$ cat src/rtl/encdec_pkg.sv
// Shared types and constants for the two-channel keyed mod-128 cipher arbiter.
// Holds the FSM state encoding, channel codes and the round-robin pick rule.
package encdec_pkg;

    localparam int MOD_BITS = 7;

    localparam logic CH_ENC = 1'b0;
    localparam logic CH_DEC = 1'b1;

    typedef enum logic [1:0] {
        IDLE,
        CALC,
        HOLD
    } state_t;

    // Round-robin pick: on a tie the channel not served last wins.
    function automatic logic pick_channel(input logic enc_req,
                                          input logic dec_req,
                                          input logic last_served);
        if (enc_req && dec_req) begin
            return ~last_served;
        end else if (dec_req) begin
            return CH_DEC;
        end else begin
            return CH_ENC;
        end
    endfunction

endpackage

$ cat src/rtl/encdec_mod_unit.sv
// Combinational keyed add/subtract modulo 2^MOD_BITS, zero-extended to DATA_W.
// Arithmetic runs at DATA_W+1 bits so a negative difference wraps naturally.
module encdec_mod_unit #(
    parameter int DATA_W = 8,
    parameter int KEY_W  = 3
) (
    input  logic [DATA_W-1:0] data,
    input  logic [KEY_W-1:0]  key,
    input  logic              op,
    output logic [DATA_W-1:0] result
);
    import encdec_pkg::*;

    logic [DATA_W:0] data_ext;
    logic [DATA_W:0] key_ext;
    logic [DATA_W:0] raw;
    logic            unused_hi;

    assign data_ext = {1'b0, data};
    assign key_ext  = {{(DATA_W + 1 - KEY_W){1'b0}}, key};
    assign raw      = (op == CH_DEC) ? (data_ext - key_ext) : (data_ext + key_ext);

    // Only the low MOD_BITS survive the modulus; the upper bits are discarded.
    assign result    = {{(DATA_W - MOD_BITS){1'b0}}, raw[MOD_BITS-1:0]};
    assign unused_hi = ^raw[DATA_W:MOD_BITS];

endmodule

$ cat src/rtl/encdec_arbiter.sv
// Round-robin arbiter/sequencer for the shared keyed mod-128 datapath: grants one
// of the encrypt/decrypt requesters, computes the result, and holds it under valid/ready.
module encdec_arbiter #(
    parameter int DATA_W = 8,
    parameter int KEY_W  = 3
) (
    input  logic              CLK,
    input  logic              RST,
    input  logic              enc_req,
    input  logic [DATA_W-1:0] enc_data,
    output logic              enc_ack,
    input  logic              dec_req,
    input  logic [DATA_W-1:0] dec_data,
    output logic              dec_ack,
    input  logic [KEY_W-1:0]  key,
    output logic [DATA_W-1:0] out_data,
    output logic              out_chan,
    output logic              out_valid,
    input  logic              out_ready
);
    import encdec_pkg::*;

    state_t            state;
    logic              last_served;
    logic              chan_q;
    logic [DATA_W-1:0] data_q;
    logic [KEY_W-1:0]  key_q;
    logic [DATA_W-1:0] mod_result;
    logic              grant_chan;

    assign grant_chan = pick_channel(enc_req, dec_req, last_served);

    // The datapath only ever sees latched operands, so late key changes are harmless.
    encdec_mod_unit #(
        .DATA_W (DATA_W),
        .KEY_W  (KEY_W)
    ) u_mod (
        .data   (data_q),
        .key    (key_q),
        .op     (chan_q),
        .result (mod_result)
    );

    // NOTE: all state here is sequential, so every assignment is non-blocking (<=);
    // a blocking (=) would let later statements see this cycle's new value.
    always_ff @(posedge CLK) begin
        if (RST) begin
            state       <= IDLE;
            enc_ack     <= 1'b0;
            dec_ack     <= 1'b0;
            out_valid   <= 1'b0;
            out_data    <= '0;
            out_chan    <= CH_ENC;
            last_served <= CH_DEC;
            chan_q      <= CH_ENC;
            data_q      <= '0;
            key_q       <= '0;
        end else begin
            // NOTE: acks default low each cycle so a grant yields exactly one pulse.
            enc_ack <= 1'b0;
            dec_ack <= 1'b0;

            case (state)
                IDLE: begin
                    if (enc_req || dec_req) begin
                        chan_q  <= grant_chan;
                        data_q  <= (grant_chan == CH_DEC) ? dec_data : enc_data;
                        key_q   <= key;
                        enc_ack <= (grant_chan == CH_ENC);
                        dec_ack <= (grant_chan == CH_DEC);
                        state   <= CALC;
                    end
                end

                CALC: begin
                    out_data  <= mod_result;
                    out_chan  <= chan_q;
                    out_valid <= 1'b1;
                    state     <= HOLD;
                end

                HOLD: begin
                    // Fairness history only advances once the result is actually consumed.
                    if (out_ready) begin
                        out_valid   <= 1'b0;
                        last_served <= out_chan;
                        state       <= IDLE;
                    end
                end

                default: begin
                    state <= IDLE;
                end
            endcase
        end
    end

endmodule

$ cat config.mk
export PLATFORM = sky130hd
export DESIGN_NAME = encdec_arbiter
export DESIGN_NICKNAME = d
export VERILOG_FILES = /design/src/rtl/encdec_pkg.sv /design/src/rtl/encdec_mod_unit.sv /design/src/rtl/encdec_arbiter.sv
export SDC_FILE = /design/constraint.sdc
export NUM_CORES = 1
export LEC_CHECK = 0
export CAP_MARGIN = 20
export CORE_UTILIZATION = 40
export DETAILED_ROUTE_END_ITERATION = 12
export HOLD_SLACK_MARGIN = 0.12
export PLACE_DENSITY_LB_ADDON = 0.1
export SETUP_SLACK_MARGIN = 0.4
export SLEW_MARGIN = 20
export SYNTH_ARGS = -nofsm -noshare
export SYNTH_HDL_FRONTEND = slang
export SYNTH_SLANG_ARGS = --single-unit
$ cat constraint.sdc
create_clock -name CLK -period 2.5 [get_ports CLK]
set_clock_uncertainty 0.05 [all_clocks]
set_input_delay 0.5 -clock CLK [delete_from_list [all_inputs] [get_ports CLK]]
set_output_delay 0.5 -clock CLK [all_outputs]
set_load 0.02 [all_outputs]
# Yosys cells after proc, flatten, opt, wreduce, memory -nomap -nowiden
# Cells that the tools add are included.
# totals
ff_bits,25
# op_classes
n_addsub,2
bitwise,4
n_eq_ne,4
muxes,9
n_reduce_logical,9
# ops
op,count
$mux W7,2
$reduce_and A2 Y1,4
$add A7 B3 Y7,1
$sub A7 B3 Y7,1
$pmux W2 S3,1
$mux W2,2
$ne A2 B2 Y1 const B,2
$not A1 Y1,4
$mux W1,3
$reduce_or A3 Y1,1
$eq A2 B1 Y1 const B,1
$eq A2 B2 Y1 const B,1
$logic_not A2 Y1,1
$pmux W1 S2,1
$reduce_bool A2 Y1,1
$logic_and A1 B1 Y1,1
$logic_or A1 B1 Y1,1

# Depth between registers and ports, before layout
# logic_depth
depth_word,3
depth_mapped,9
ltp_nobuf,9

# Cells and area by module
# From an unflattened synthesis, not the netlist that was laid out.
# hier_totals
cells_unflattened,181
hier_area_um2,1462.7
# modules_own_cells
module,n_inst,area_each_um2,cells_per_inst,seq_area_each_um2
encdec_arbiter,1,1067.3,128,540.5
encdec_mod_unit,1,395.4,53,0.0

# Worst setup path after synthesis
# OpenSTA, ideal clock, no wires.
# synth_timing
kind,register to register
start,register key_q[0]
end,register out_data[6]
arrival_time_ns,2.084
path_slack_ns,0.250
path_stages_with_launch,10
n_path_buf,0
path_cell_list,dfxtp_1 -> inv_1 -> ha_1 -> ha_1 -> or2_2 -> ha_1 -> a21o_1 -> a221oi_2 -> mux2i_1 -> nand2_1
# synth_via
elab_chain_len,2
# synth_lines
element,line,rtl
start: declaration,encdec_arbiter.sv:27,logic [KEY_W-1:0] key_q;
start signal: assignment,encdec_arbiter.sv:68,key_q <= key;
$add A7 B3 Y7 or $sub A7 B3 Y7 (tied branches),encdec_mod_unit.sv:21,assign raw = (op == CH_DEC) ? (data_ext - key_ext) : (data_ext + key_ext);
$mux W7 (*),encdec_mod_unit.sv:21,
end signal: assignment,encdec_arbiter.sv:76,out_data <= mod_result;
end: declaration,encdec_arbiter.sv:16,"output logic [DATA_W-1:0] out_data,"
# Every way passes the cells marked *; elsewhere a longest branch is shown, timed or not.
# A chain may end at the register's enable or synchronous reset.

# Final worst setup path
# Ends and elaborated chain as after synthesis.

==> metrics.yaml <==
status: "completed"
dp_hpwl_um: 2000
drive_gt1_share_pct: 14.5
clkTransAtPathRegs_ps: 140
drt_first_pass_iters: 4
fin_nets: 221
gp_congestion: 0.748
post-route-period-util_pct: 82.5
synthToLayoutAreaGrowth_pct: 34.5
place_inst: 218
path_cells: "inv_2, ha_4, ha_4, or2_4, ha_4, and3_1, a221oi_2, mux2i_1, nand2_1"
total_power_mw: 1.10
final_area_um2: 1810
synth_top_family_by_area: "simple AND/OR/NAND/NOR gates"
grt_busiest_layer: "met2"
netlist_area_um2: 1350
ys_warn_count: 0
synth.area.mux_share_pct: 8.16
maxSlewHeadroom_pct: 62.4
dieArea_um2: 3610
max_freq_mhz: 485
numCtsBuffers: 3
synth_top_area_share_pct: 37.1
syn_inst: 149
fin_cells: 230
grtUsageMet2_pct: 27.0
synth_compound_area_share_pct: 17.5
yosys_register_bits: 25
ff_latch_area_um2: 503
synth.avg_cell_area_um2: 9.05
grtUsageMet1_pct: 19.9
setup_viol: 0
crit_type: "flip-flop to flip-flop"
synth_edf_count: 0
min_period_ps: 2060
holdCritPathClass: "flip-flop to flip-flop"
power_density_nw_per_um2: 604
final_core_util_pct: 58.0
synthTopCellsByArea: "dfxtp_1 (37%), ha_1 (8.3%), mux2i_1 (8.2%)"
die_width_um: 60.1
required_ps: 2690
drv_cap: 0
overflow: 0
p_leak_nw: 0.705
antennaDiodeCount: 0
ys_types: 37
postRouteAntennaNets: 0
io_pins: 36
wire_per_inst_um: 11.7
numPortBuffers: 32
synth_common_cells: "dfxtp_1 (25), nand2_1 (14), nor2_1 (13)"
grt_max_degree: 20
dpl_cell_area_um2: 1690
cp_max_fo: 4
start_util_pct: 43.1
end_kind: "flip-flop"
slowest_stage: "dfxtp_2"
grtUsageMet3_pct: 2.60
synth_flop_cell: "dfxtp_1"
vias: 1157
syn_nets: 183
multi_input_area_um2: 805
grt_first_pass_wirelength_um: 4310
fp-row-count: 20
clkSinkCount: 25
antenna_found_initial: 0
ys_seq_area_share_pct: 37.1
setup_tns_ps: 0
cts_buffer_depth: 2
route.detailed.drc: 0
die_h_um: 60.1
grt_pass1_vias: 1004
synth-simple-area-share_pct: 19.7
rsz0062_at_grt: "true"
hold_viol: 0
cts_hold_buf: 0
tightestPinTransition_ps: 564
async_flop_share_pct: 0
ir_drop_mv: 0.262
core_area_um2: 3130
critPathMostFrequentCell: "ha_4"
arrival_ps: 2250
setup_ws_ps: 438
worst_path_largest_cell_delay_ps: 360
cts_tree: "yes"
drv_slew: 0
via_per_inst: 5.03
place_ws_ps: 246
synth_xor_area_share_pct: 0.649
yosysMostFrequentCell: "dfxtp_1"
yosysTopAreaCell: "dfxtp_1"
insertion_delay_ps: 330
h-tree-depth: 1
grt_use_total_pct: 16.1
wl_um: 2680
drtIter0Drc: 52
fill_cells: 293
whs_ps: 416
cts_root_buf: "clkbuf_4"
synth_fa_ha_area_share_pct: 9.83
cp-start-kind: "flip-flop"
-- layout make-up --
cell class	count	share of cell area (%)
multi-input combinational	108	44.3
sequential	25	27.7
timing repair buffer	43	22.2
tap	44	3.03
clock buffer	4	1.45
inverter	6	1.24
-- state kept, by name, indices dropped and copies added (netlist names), 2 cells and up --
| name | flops |
|---|---|
| out_data | 7 |
| data_q | 7 |
| key_q | 3 |
| state | 2 |
-- worst paths after layout --
kind                                  from                       end  slack (ps)  cells past startpoint
hold reg to reg   out_data[1]$_SDFFE_PP0P_  out_data[1]$_SDFFE_PP0P_         420                      2
hold / removal    out_data[1]$_SDFFE_PP0P_  out_data[1]$_SDFFE_PP0P_         420                      2
setup reg to reg     key_q[0]$_SDFFE_PP0P_  out_data[6]$_SDFFE_PP0P_         440                      9
setup / recovery     key_q[0]$_SDFFE_PP0P_  out_data[6]$_SDFFE_PP0P_         440                      9
-- critical path, delay by kind of cell (launching register included) --
kind                       cells  cell delay, ps
buffers and inverters          1              50
DFF                            1             360
and+or+nand+nor                3             490
AOI/OAI and AO/OA              1             270
muxes                          1             230
adders and majority gates      3             540
-- what timing repair did --
action | 4_1_cts | 5_1_grt
pin swaps | 5 | 9
buffers inserted | 7 | 1
endpoints found under the setup margin | 3 | 3
gates resized for setup | 9 | 2
-- cell usage in the layout, fill, tap and decap left out, types with 2 or more instances in the layout --
cell	instances
nor2_1	13
ha_4	3
mux2i_1	11
nand3b_1	6
nor3_1	3
o21a_1	2
inv_1	4
ha_1	6
nand2b_1	2
nand2_1	14
a21oi_1	9
inv_2	2
clkdlybuf4s50_1	32
nand3_1	2
o21ai_0	4
a211oi_1	11
dfxtp_2	2
a21o_1	2
buf_4	11
and3_1	2
dfxtp_1	23
clkbuf_4	3
-- cells by family after synthesis --
| logic type | count (synthesis) |
|---|---|
| buf+inv | 16 |
| other cells | 1 |
| flops | 25 |
| mux | 11 |
| xor+xnor | 1 |
| fa+ha+maj | 10 |
| compound gates | 34 |
| simple gates | 51 |
-- report_power, final --
group | switching, mW | leakage [nW] | internal, mW | total (mW)
clock | 0.121 | 0.0150 | 0.0626 | 0.184
combinational | 0.205 | 0.483 | 0.235 | 0.439
sequential | 0.0312 | 0.207 | 0.442 | 0.473
total | 0.357 | 0.705 | 0.740 | 1.10
-- metal layers --
layer / routed length, um / share of wire [%]
met4: 51 / 1.9
met3: 93 / 3.5
met1: 1270 / 47
met2: 1270 / 47
met5: 0 / 0
No activity file was read; power rests on OpenSTA's default activity.
